`config.mk`:
```
export PLATFORM = sky130hd
export DESIGN_NAME = id_ex_decode_stage
export DESIGN_NICKNAME = d
export VERILOG_FILES = /design/src/rtl/id_ex_decode_stage_pkg.sv /design/src/rtl/rv_imm_gen.sv /design/src/rtl/id_ex_decode_stage.sv
export SDC_FILE = /design/constraint.sdc
export NUM_CORES = 1
export LEC_CHECK = 0
export CAP_MARGIN = 20
export CORE_MARGIN = 2
export CORE_UTILIZATION = 45
export CTS_BUF_LIST = sky130_fd_sc_hd__clkbuf_8
export DETAILED_ROUTE_END_ITERATION = 12
export PLACE_DENSITY = 0.8
export SLEW_MARGIN = 20
export SYNTH_ARGS = -nofsm -noshare
export SYNTH_HDL_FRONTEND = slang
export SYNTH_SLANG_ARGS = --single-unit
```
`constraint.sdc`:
```
create_clock -name clk -period 5.9 [get_ports clk]
set_input_delay 1.77 -clock clk [delete_from_list [all_inputs] [get_ports clk]]
set_output_delay 1.77 -clock clk [all_outputs]
set_load 0.02 [all_outputs]
```
`src/rtl/id_ex_decode_stage_pkg.sv`:
```
// Shared RV32I opcode, ALU, writeback and control-flow encodings for the ID/EX decode stage.
package id_ex_decode_stage_pkg;

  localparam logic [6:0] OPCODE_LUI      = 7'b0110111;
  localparam logic [6:0] OPCODE_AUIPC    = 7'b0010111;
  localparam logic [6:0] OPCODE_JAL      = 7'b1101111;
  localparam logic [6:0] OPCODE_JALR     = 7'b1100111;
  localparam logic [6:0] OPCODE_BRANCH   = 7'b1100011;
  localparam logic [6:0] OPCODE_LOAD     = 7'b0000011;
  localparam logic [6:0] OPCODE_STORE    = 7'b0100011;
  localparam logic [6:0] OPCODE_OP_IMM   = 7'b0010011;
  localparam logic [6:0] OPCODE_OP       = 7'b0110011;
  localparam logic [6:0] OPCODE_MISC_MEM = 7'b0001111;
  localparam logic [6:0] OPCODE_SYSTEM   = 7'b1110011;

  localparam logic [3:0] ALU_FUN_ADD    = 4'd0;
  localparam logic [3:0] ALU_FUN_SUB    = 4'd1;
  localparam logic [3:0] ALU_FUN_SLL    = 4'd2;
  localparam logic [3:0] ALU_FUN_SLT    = 4'd3;
  localparam logic [3:0] ALU_FUN_SLTU   = 4'd4;
  localparam logic [3:0] ALU_FUN_XOR    = 4'd5;
  localparam logic [3:0] ALU_FUN_SRL    = 4'd6;
  localparam logic [3:0] ALU_FUN_SRA    = 4'd7;
  localparam logic [3:0] ALU_FUN_OR     = 4'd8;
  localparam logic [3:0] ALU_FUN_AND    = 4'd9;
  localparam logic [3:0] ALU_FUN_COPY_B = 4'd10;

  localparam logic [1:0] WB_SEL_ALU = 2'b00;
  localparam logic [1:0] WB_SEL_MEM = 2'b01;
  localparam logic [1:0] WB_SEL_PC4 = 2'b10;

  localparam logic [1:0] CTRL_FLOW_NONE   = 2'b00;
  localparam logic [1:0] CTRL_FLOW_BRANCH = 2'b01;
  localparam logic [1:0] CTRL_FLOW_JAL    = 2'b10;
  localparam logic [1:0] CTRL_FLOW_JALR   = 2'b11;

  typedef enum logic [2:0] {ImmI, ImmS, ImmB, ImmU, ImmJ} imm_fmt_e;

  typedef struct packed {
    logic       illegal;
    logic [3:0] alu_fun;
    logic       op1_sel;
    logic       op2_sel;
    logic [1:0] wb_sel;
    logic       reg_we;
    logic       mem_val;
    logic       mem_rw;
    logic [1:0] ctrl_flow;
    logic [2:0] funct3;
  } ctrl_t;

  // alt selects SUB/SRA; callers gate it so ADDI with a negative immediate stays ADD.
  function automatic logic [3:0] alu_fun_of(logic [2:0] funct3, logic alt);
    logic [3:0] fun;
    case (funct3)
      3'b000:  fun = alt ? ALU_FUN_SUB : ALU_FUN_ADD;
      3'b001:  fun = ALU_FUN_SLL;
      3'b010:  fun = ALU_FUN_SLT;
      3'b011:  fun = ALU_FUN_SLTU;
      3'b100:  fun = ALU_FUN_XOR;
      3'b101:  fun = alt ? ALU_FUN_SRA : ALU_FUN_SRL;
      3'b110:  fun = ALU_FUN_OR;
      default: fun = ALU_FUN_AND;
    endcase
    return fun;
  endfunction

endpackage

```
`src/rtl/rv_imm_gen.sv`:
```
// Combinational RV32I immediate generator; sign-extends the selected format to XLEN.
module rv_imm_gen
  import id_ex_decode_stage_pkg::*;
#(
  parameter int unsigned XLEN = 32
) (
  input  logic [31:0]     instr,
  input  imm_fmt_e        fmt,
  output logic [XLEN-1:0] imm
);

  logic [31:0] imm32;

  always_comb begin
    unique case (fmt)
      ImmS:    imm32 = {{20{instr[31]}}, instr[31:25], instr[11:7]};
      ImmB:    imm32 = {{19{instr[31]}}, instr[31], instr[7], instr[30:25], instr[11:8], 1'b0};
      ImmU:    imm32 = {instr[31:12], 12'b0};
      ImmJ:    imm32 = {{11{instr[31]}}, instr[31], instr[19:12], instr[20], instr[30:21], 1'b0};
      default: imm32 = {{20{instr[31]}}, instr[31:20]};
    endcase
  end

  always_comb begin
    imm       = {XLEN{imm32[31]}};
    imm[31:0] = imm32;
  end

endmodule

```
`src/rtl/id_ex_decode_stage.sv`:
```
// RV32I decode stage: decodes IF/ID instruction into a registered ID/EX control bundle,
// inserting one bubble on load-use hazards and honouring EX redirect flushes.
module id_ex_decode_stage
  import id_ex_decode_stage_pkg::*;
#(
  parameter int unsigned XLEN   = 32,
  parameter int unsigned REG_AW = 5,
  parameter int unsigned CNT_W  = 32
) (
  input  logic              clk,
  input  logic              rst,
  input  logic              if_valid,
  output logic              if_ready,
  input  logic [31:0]       if_instr,
  input  logic [XLEN-1:0]   if_pc,
  input  logic              flush,
  input  logic              ex_ready,
  output logic              ex_valid,
  output logic [3:0]        ex_alu_fun,
  output logic              ex_op1_sel,
  output logic              ex_op2_sel,
  output logic [1:0]        ex_wb_sel,
  output logic              ex_reg_we,
  output logic              ex_mem_val,
  output logic              ex_mem_rw,
  output logic [1:0]        ex_ctrl_flow,
  output logic [2:0]        ex_funct3,
  output logic [REG_AW-1:0] ex_rd,
  output logic [REG_AW-1:0] ex_rs1,
  output logic [REG_AW-1:0] ex_rs2,
  output logic [XLEN-1:0]   ex_imm,
  output logic [XLEN-1:0]   ex_pc,
  output logic              ex_illegal,
  output logic [CNT_W-1:0]  stall_cnt
);

  logic [6:0]        opcode;
  logic [6:0]        funct7;
  logic [2:0]        funct3;
  logic [REG_AW-1:0] dec_rd, dec_rs1, dec_rs2;
  ctrl_t             dec_ctrl;
  imm_fmt_e          dec_fmt;
  logic              dec_uses_rs1, dec_uses_rs2;
  logic [XLEN-1:0]   dec_imm;

  assign opcode  = if_instr[6:0];
  assign funct3  = if_instr[14:12];
  assign funct7  = if_instr[31:25];
  assign dec_rd  = REG_AW'(if_instr[11:7]);
  assign dec_rs1 = REG_AW'(if_instr[19:15]);
  assign dec_rs2 = REG_AW'(if_instr[24:20]);

  always_comb begin
    dec_ctrl         = '0;
    dec_ctrl.funct3  = funct3;
    dec_fmt          = ImmI;
    dec_uses_rs1     = 1'b0;
    dec_uses_rs2     = 1'b0;
    unique case (opcode)
      OPCODE_LUI: begin
        dec_ctrl.alu_fun = ALU_FUN_COPY_B;
        dec_ctrl.op2_sel = 1'b1;
        dec_ctrl.reg_we  = 1'b1;
        dec_fmt          = ImmU;
      end
      OPCODE_AUIPC: begin
        dec_ctrl.op1_sel = 1'b1;
        dec_ctrl.op2_sel = 1'b1;
        dec_ctrl.reg_we  = 1'b1;
        dec_fmt          = ImmU;
      end
      OPCODE_JAL: begin
        dec_ctrl.op1_sel   = 1'b1;
        dec_ctrl.op2_sel   = 1'b1;
        dec_ctrl.wb_sel    = WB_SEL_PC4;
        dec_ctrl.reg_we    = 1'b1;
        dec_ctrl.ctrl_flow = CTRL_FLOW_JAL;
        dec_fmt            = ImmJ;
      end
      OPCODE_JALR: begin
        dec_ctrl.op2_sel   = 1'b1;
        dec_ctrl.wb_sel    = WB_SEL_PC4;
        dec_ctrl.reg_we    = 1'b1;
        dec_ctrl.ctrl_flow = CTRL_FLOW_JALR;
        dec_ctrl.illegal   = (funct3 != 3'b000);
        dec_uses_rs1       = 1'b1;
      end
      OPCODE_BRANCH: begin
        // ALU compares rs1/rs2; EX resolves the condition from funct3.
        dec_ctrl.alu_fun   = ALU_FUN_SUB;
        dec_ctrl.ctrl_flow = CTRL_FLOW_BRANCH;
        dec_ctrl.illegal   = (funct3 == 3'b010) || (funct3 == 3'b011);
        dec_fmt            = ImmB;
        dec_uses_rs1       = 1'b1;
        dec_uses_rs2       = 1'b1;
      end
      OPCODE_LOAD: begin
        dec_ctrl.op2_sel = 1'b1;
        dec_ctrl.wb_sel  = WB_SEL_MEM;
        dec_ctrl.reg_we  = 1'b1;
        dec_ctrl.mem_val = 1'b1;
        dec_ctrl.illegal = (funct3 == 3'b011) || (funct3[2:1] == 2'b11);
        dec_uses_rs1     = 1'b1;
      end
      OPCODE_STORE: begin
        dec_ctrl.op2_sel = 1'b1;
        dec_ctrl.mem_val = 1'b1;
        dec_ctrl.mem_rw  = 1'b1;
        dec_ctrl.illegal = funct3[2] || (funct3[1:0] == 2'b11);
        dec_fmt          = ImmS;
        dec_uses_rs1     = 1'b1;
        dec_uses_rs2     = 1'b1;
      end
      OPCODE_OP_IMM: begin
        dec_ctrl.alu_fun = alu_fun_of(funct3, (funct3 == 3'b101) && funct7[5]);
        dec_ctrl.op2_sel = 1'b1;
        dec_ctrl.reg_we  = 1'b1;
        dec_ctrl.illegal = ((funct3 == 3'b001) && (funct7 != 7'b0)) ||
                           ((funct3 == 3'b101) && ((funct7 & 7'b1011111) != 7'b0));
        dec_uses_rs1     = 1'b1;
      end
      OPCODE_OP: begin
        dec_ctrl.alu_fun = alu_fun_of(funct3, funct7[5]);
        dec_ctrl.reg_we  = 1'b1;
        dec_ctrl.illegal = (funct7 != 7'b0) &&
                           !((funct7 == 7'b0100000) && ((funct3 == 3'b000) || (funct3 == 3'b101)));
        dec_uses_rs1     = 1'b1;
        dec_uses_rs2     = 1'b1;
      end
      OPCODE_MISC_MEM, OPCODE_SYSTEM: begin
        // FENCE/ECALL/EBREAK travel as no-ops with no architectural side effect here.
      end
      default: dec_ctrl.illegal = 1'b1;
    endcase
    if (dec_ctrl.illegal) begin
      dec_ctrl         = '0;
      dec_ctrl.funct3  = funct3;
      dec_ctrl.illegal = 1'b1;
      dec_fmt          = ImmI;
      dec_uses_rs1     = 1'b0;
      dec_uses_rs2     = 1'b0;
    end
    if (dec_rd == '0) dec_ctrl.reg_we = 1'b0;
  end

  rv_imm_gen #(
    .XLEN (XLEN)
  ) u_imm_gen (
    .instr (if_instr),
    .fmt   (dec_fmt),
    .imm   (dec_imm)
  );

  logic              valid_q, valid_d;
  ctrl_t             ctrl_q, ctrl_d;
  logic [REG_AW-1:0] rd_q, rd_d, rs1_q, rs1_d, rs2_q, rs2_d;
  logic [XLEN-1:0]   imm_q, imm_d, pc_q, pc_d;
  logic [CNT_W-1:0]  cnt_q, cnt_d;
  logic              advance, hazard;

  assign advance = !valid_q || ex_ready;
  assign hazard  = if_valid && valid_q && ctrl_q.mem_val && !ctrl_q.mem_rw && (rd_q != '0) &&
                   ((dec_uses_rs1 && (dec_rs1 == rd_q)) || (dec_uses_rs2 && (dec_rs2 == rd_q)));
  assign if_ready = flush || (advance && !hazard);

  always_comb begin
    valid_d = valid_q;
    ctrl_d  = ctrl_q;
    rd_d    = rd_q;
    rs1_d   = rs1_q;
    rs2_d   = rs2_q;
    imm_d   = imm_q;
    pc_d    = pc_q;
    cnt_d   = cnt_q;
    if (flush) begin
      valid_d = 1'b0;
    end else if (advance && hazard) begin
      valid_d = 1'b0;
      cnt_d   = (&cnt_q) ? cnt_q : cnt_q + CNT_W'(1);
    end else if (advance && if_valid) begin
      valid_d = 1'b1;
      ctrl_d  = dec_ctrl;
      rd_d    = dec_rd;
      rs1_d   = dec_rs1;
      rs2_d   = dec_rs2;
      imm_d   = dec_imm;
      pc_d    = if_pc;
    end else if (advance) begin
      valid_d = 1'b0;
    end
  end

  always_ff @(posedge clk) begin
    if (rst) begin
      valid_q <= 1'b0;
      ctrl_q  <= '0;
      rd_q    <= '0;
      rs1_q   <= '0;
      rs2_q   <= '0;
      imm_q   <= '0;
      pc_q    <= '0;
      cnt_q   <= '0;
    end else begin
      valid_q <= valid_d;
      ctrl_q  <= ctrl_d;
      rd_q    <= rd_d;
      rs1_q   <= rs1_d;
      rs2_q   <= rs2_d;
      imm_q   <= imm_d;
      pc_q    <= pc_d;
      cnt_q   <= cnt_d;
    end
  end

  assign ex_valid     = valid_q;
  assign ex_alu_fun   = ctrl_q.alu_fun;
  assign ex_op1_sel   = ctrl_q.op1_sel;
  assign ex_op2_sel   = ctrl_q.op2_sel;
  assign ex_wb_sel    = ctrl_q.wb_sel;
  assign ex_reg_we    = ctrl_q.reg_we;
  assign ex_mem_val   = ctrl_q.mem_val;
  assign ex_mem_rw    = ctrl_q.mem_rw;
  assign ex_ctrl_flow = ctrl_q.ctrl_flow;
  assign ex_funct3    = ctrl_q.funct3;
  assign ex_illegal   = ctrl_q.illegal;
  assign ex_rd        = rd_q;
  assign ex_rs1       = rs1_q;
  assign ex_rs2       = rs2_q;
  assign ex_imm       = imm_q;
  assign ex_pc        = pc_q;
  assign stall_cnt    = cnt_q;

endmodule

```
==> metrics.txt <==
Worst Skew=between 10 and 15 ps; number of H-tree levels=4; Core Box Area=0.0126 sq mm; DP Area=around 0.0082 sq mm; total of endpoints with negative setup slack in the final report=0; fraction of final layout cells with drive strength greater than 1=11.5%; top achievable clock speed=172 MHz; sink of the worst hold path=ex_imm[6]; pin count of the biggest net entering global routing=106; Root Driver=clkbuf_8; worst-case register-to-register setup slack=2880 ps; clock-pin slew on the worst setup and hold paths=70 ps; cell leakage power=3.07 nW; clock network latency to the later pin of the worst-skew pair=approximately 440 ps; slew at the pin closest to its max-slew limit=962 ps; number of flip-flops and latches in the synthesized netlist=129; path class of the lowest-slack min-delay path=reg -> reg; pwr dens=229 mW/mm^2; number of antenna cells inserted=0; number of cells traversed by the worst hold path=2; number of cell instances on the worst register-to-register path=8; number of rows created at floorplan=41; count of distinct cell types in the synthesized netlist=57; switching pwr=0.000522 W; most common flop cell mapped by yosys=dfxtp_1; total power consumption of the routed design=~0.0020 W; number of CTS-inserted buffers=17; Routability Congestion=0.897; Hold Worst Slack=451 ps; final sum of negative setup slack=0 ps; sequential group share of total power=46.3%; number of detailed-route iterations in the first pass=5; critical path data arrival time=about 4000 ps; syn avg cell area=7.87 sq um; power share of the clock group=a little under two fifths; global-route wire length before repair=28600 um; half-perimeter wire length after detailed placement=12700 um; total of warnings raised by yosys=0; count of flip-flops with a built-in enable after synthesis=0; area enclosed by the die boundary=0.0138 sq mm; number of DRC violations after detailed-routing iteration 0=551; number of nets at the end of the flow=1026; proportion of synthesized flip-flops having asynchronous set or reset=0%; remaining routing DRC violations=0; final cell area excluding filler cells=0.00869 sq mm; Antenna Violating Nets Remaining=0; startpoint of the most critical hold path=ex_imm[6]; Initial Util=46.0%; Post-CTS Hold Fix Bufs=0; Sw Ratio=26.3%; total wire length=18200 um; number of placed I/O pins=199; type of the worst setup path=in -> out; logic gate share of total power=15.5%; antenna violations before repair=0; sequential element share of the synthesized area=between 40% and 50%; type of element capturing the critical path=output port; CTS tree=yes; part of the cycle the worst path needs=98.3%; via-per-instance ratio=approximately 5.4; time the final worst path needs with I/O delays and setup=5800 ps; Critical Path Start Type=primary input; total number of vias=6128; via count of the first global-routing pass=about 5700; outcome=finished clean; Die Y=117 um; worst voltage drop across the vdd grid=roughly 150 uV; number of max-capacitance violations reported=0; relative slew slack=between 30% and 40%; overall fraction of global-route tracks in use=25.5%; Port Buffers=about 200; relative area change from synthesis to final layout=50.2%; Internal Dissipation=0.00146 W; post-synthesis instance area=approximately 0.0058 sq mm; net count after synthesis=805; final hold viol count=0; Max Transition Viols Final=0; Max clock buf depth=2; startpoint of the worst-slack reg-to-reg timing path=ex_rd[2]; endpoint of the worst-slack reg-to-reg timing path=stall_cnt[25]; Wirelength per Cell=15.9 um; worst path required time=between 4000 and 5000 ps; Filler cells=1065; Chip Width=about 120 um; CP Max Fanout=2; overall overflow remaining after global route=0; RSZ-0062 raised after global routing=false; worst setup slack after placement=-406 ps; worst setup margin=100 ps; number of cells produced by synthesis=735; Sinks on Clock Net=129
[power groups by stage]
stage,sequential [W],combinational [W],clock [W]
global route,0.000922,0.000330,0.000809
detailed placement,0.000938,0.000305,0
global placement,0.000938,0.000303,0
CTS,0.000919,0.000307,0.000773
floorplan,0.000974,0.000103,0
finish,0.000919,0.000308,0.000759
[placed cells by master (no fill, tap or decap), types with 9 or more instances in the layout]
cell type        netlist  routed
nand3b_1              12      12
buf_4                  0      59
inv_1                  8       9
dfxtp_1              129     129
or3_1                 15      15
nand2_1              145     145
nor4_1                 9       9
a21oi_1              113     112
clkdlybuf4s50_1        0     194
clkbuf_8               0      21
nand3_1               13      13
nor2_1                54      54
nor3_1                14      13
a211oi_1              21      21
o31ai_1               10      10
or4_1                 11      10
nand4_1               13      13
o21ai_0               21      21
[cell usage after synthesis, drive strengths merged (2+ instances only)]
| cell | instances | area, sq um |
|---|---|---|
| o21a | 2 | 15.0 |
| clkbuf | 44 | 165 |
| nand4b | 3 | 26.3 |
| nor3 | 15 | 80.1 |
| a31oi | 2 | 12.5 |
| inv | 8 | 30.0 |
| o31ai | 10 | 75.1 |
| xor2 | 7 | 61.3 |
| mux2 | 4 | 45.0 |
| buf | 11 | 61.3 |
| or3 | 15 | 93.8 |
| nor3b | 2 | 15.0 |
| xnor2 | 8 | 70.1 |
| nor2b | 8 | 50.1 |
| o21ai | 23 | 119 |
| a221oi | 4 | 35.0 |
| or2 | 4 | 25.0 |
| or4 | 11 | 82.6 |
| and3 | 4 | 25.0 |
| dfxtp | 129 | 2580 |
| a21oi | 114 | 574 |
| nor2 | 54 | 203 |
| and2 | 3 | 18.8 |
| nor4 | 9 | 56.3 |
| nand4 | 13 | 81.3 |
| and4 | 4 | 35.0 |
| a211oi | 21 | 158 |
| nand2b | 6 | 37.5 |
| nand2 | 146 | 551 |
| mux2i | 2 | 20.0 |
| a2111oi | 4 | 36.3 |
| nand3b | 12 | 90.1 |
| nand3 | 13 | 65.1 |
| o41ai | 3 | 26.3 |
| a21boi | 2 | 15.0 |
[stage by stage]
step | utilization, % | cells
after floorplan | - | 735
after global placement | 65.6 | 1108
after detailed placement | 65.6 | 1108
after CTS | 68.8 | 1139
after global routing | 69.1 | 1140
final | 69.1 | 1140
[metal layers]
metal  track usage [%]  routed length, um  vias up
met5                 0                  0        -
met4              12.2                566        0
met3              7.78               1470       40
met2              40.3               8370      254
met1              31.8               7770     2793
li1                  -                  -     3041
[worst max path at each step]
stage,start,end,slack (ps),cells past startpoint
final,if_instr[27],if_ready,100,9
after global routing,if_instr[27],if_ready,20,9
after CTS,if_instr[28],if_ready,70,9
after detailed placement,if_instr[2],if_ready,-410,9
after global placement,if_instr[2],if_ready,-370,8
after floorplan,if_instr[26],if_ready,470,7
[cell type report]
class,count,area (sq um),share of cell area (%)
Multi-Input combinational cell,543,3020,34.7
Sequential cell,129,2580,29.7
Timing Repair Buffer,257,2450,28.2
Clock buffer,21,289,3.33
Inverter,8,30.0,0.346
Tap cell,172,215,2.48
Clock inverter,10,108,1.24
[worst max-delay path: stages]
cell             delay (ps)
clkdlybuf4s50_1         440
or4_4                   500
nor3_2                  130
buf_4                   170
a31oi_4                 100
nor4b_4                 360
a21oi_2                 120
or2_2                   290
buf_4                   160
[cells by family after synthesis]
family          share of synthesized area [%]
fa+ha+maj                               0.216
compound gates                           19.9
simple gates                             27.4
xor+xnor                                 2.27
buf+inv                                  4.43
flops                                    44.6
mux                                      1.12
[what timing repair did]
| action | CTS | global route |
|---|---|---|
| pin swaps | 2 | 2 |
| resized for setup | 7 | 8 |
| cloned | 0 | 0 |
| endpoints found under the setup margin | 1 | 1 |
| setup buffers | 0 | 1 |
[flip-flops by register name, summed over array words and instances, names as in the netlist, 3 cells and up]
name,flops
ex_alu_fun,4
ex_funct3,3
ex_imm,32
ex_pc,32
ex_rd,5
ex_rs1,5
ex_rs2,5
stall_cnt,32
Note: power is estimated with default switching activity, not from simulation.
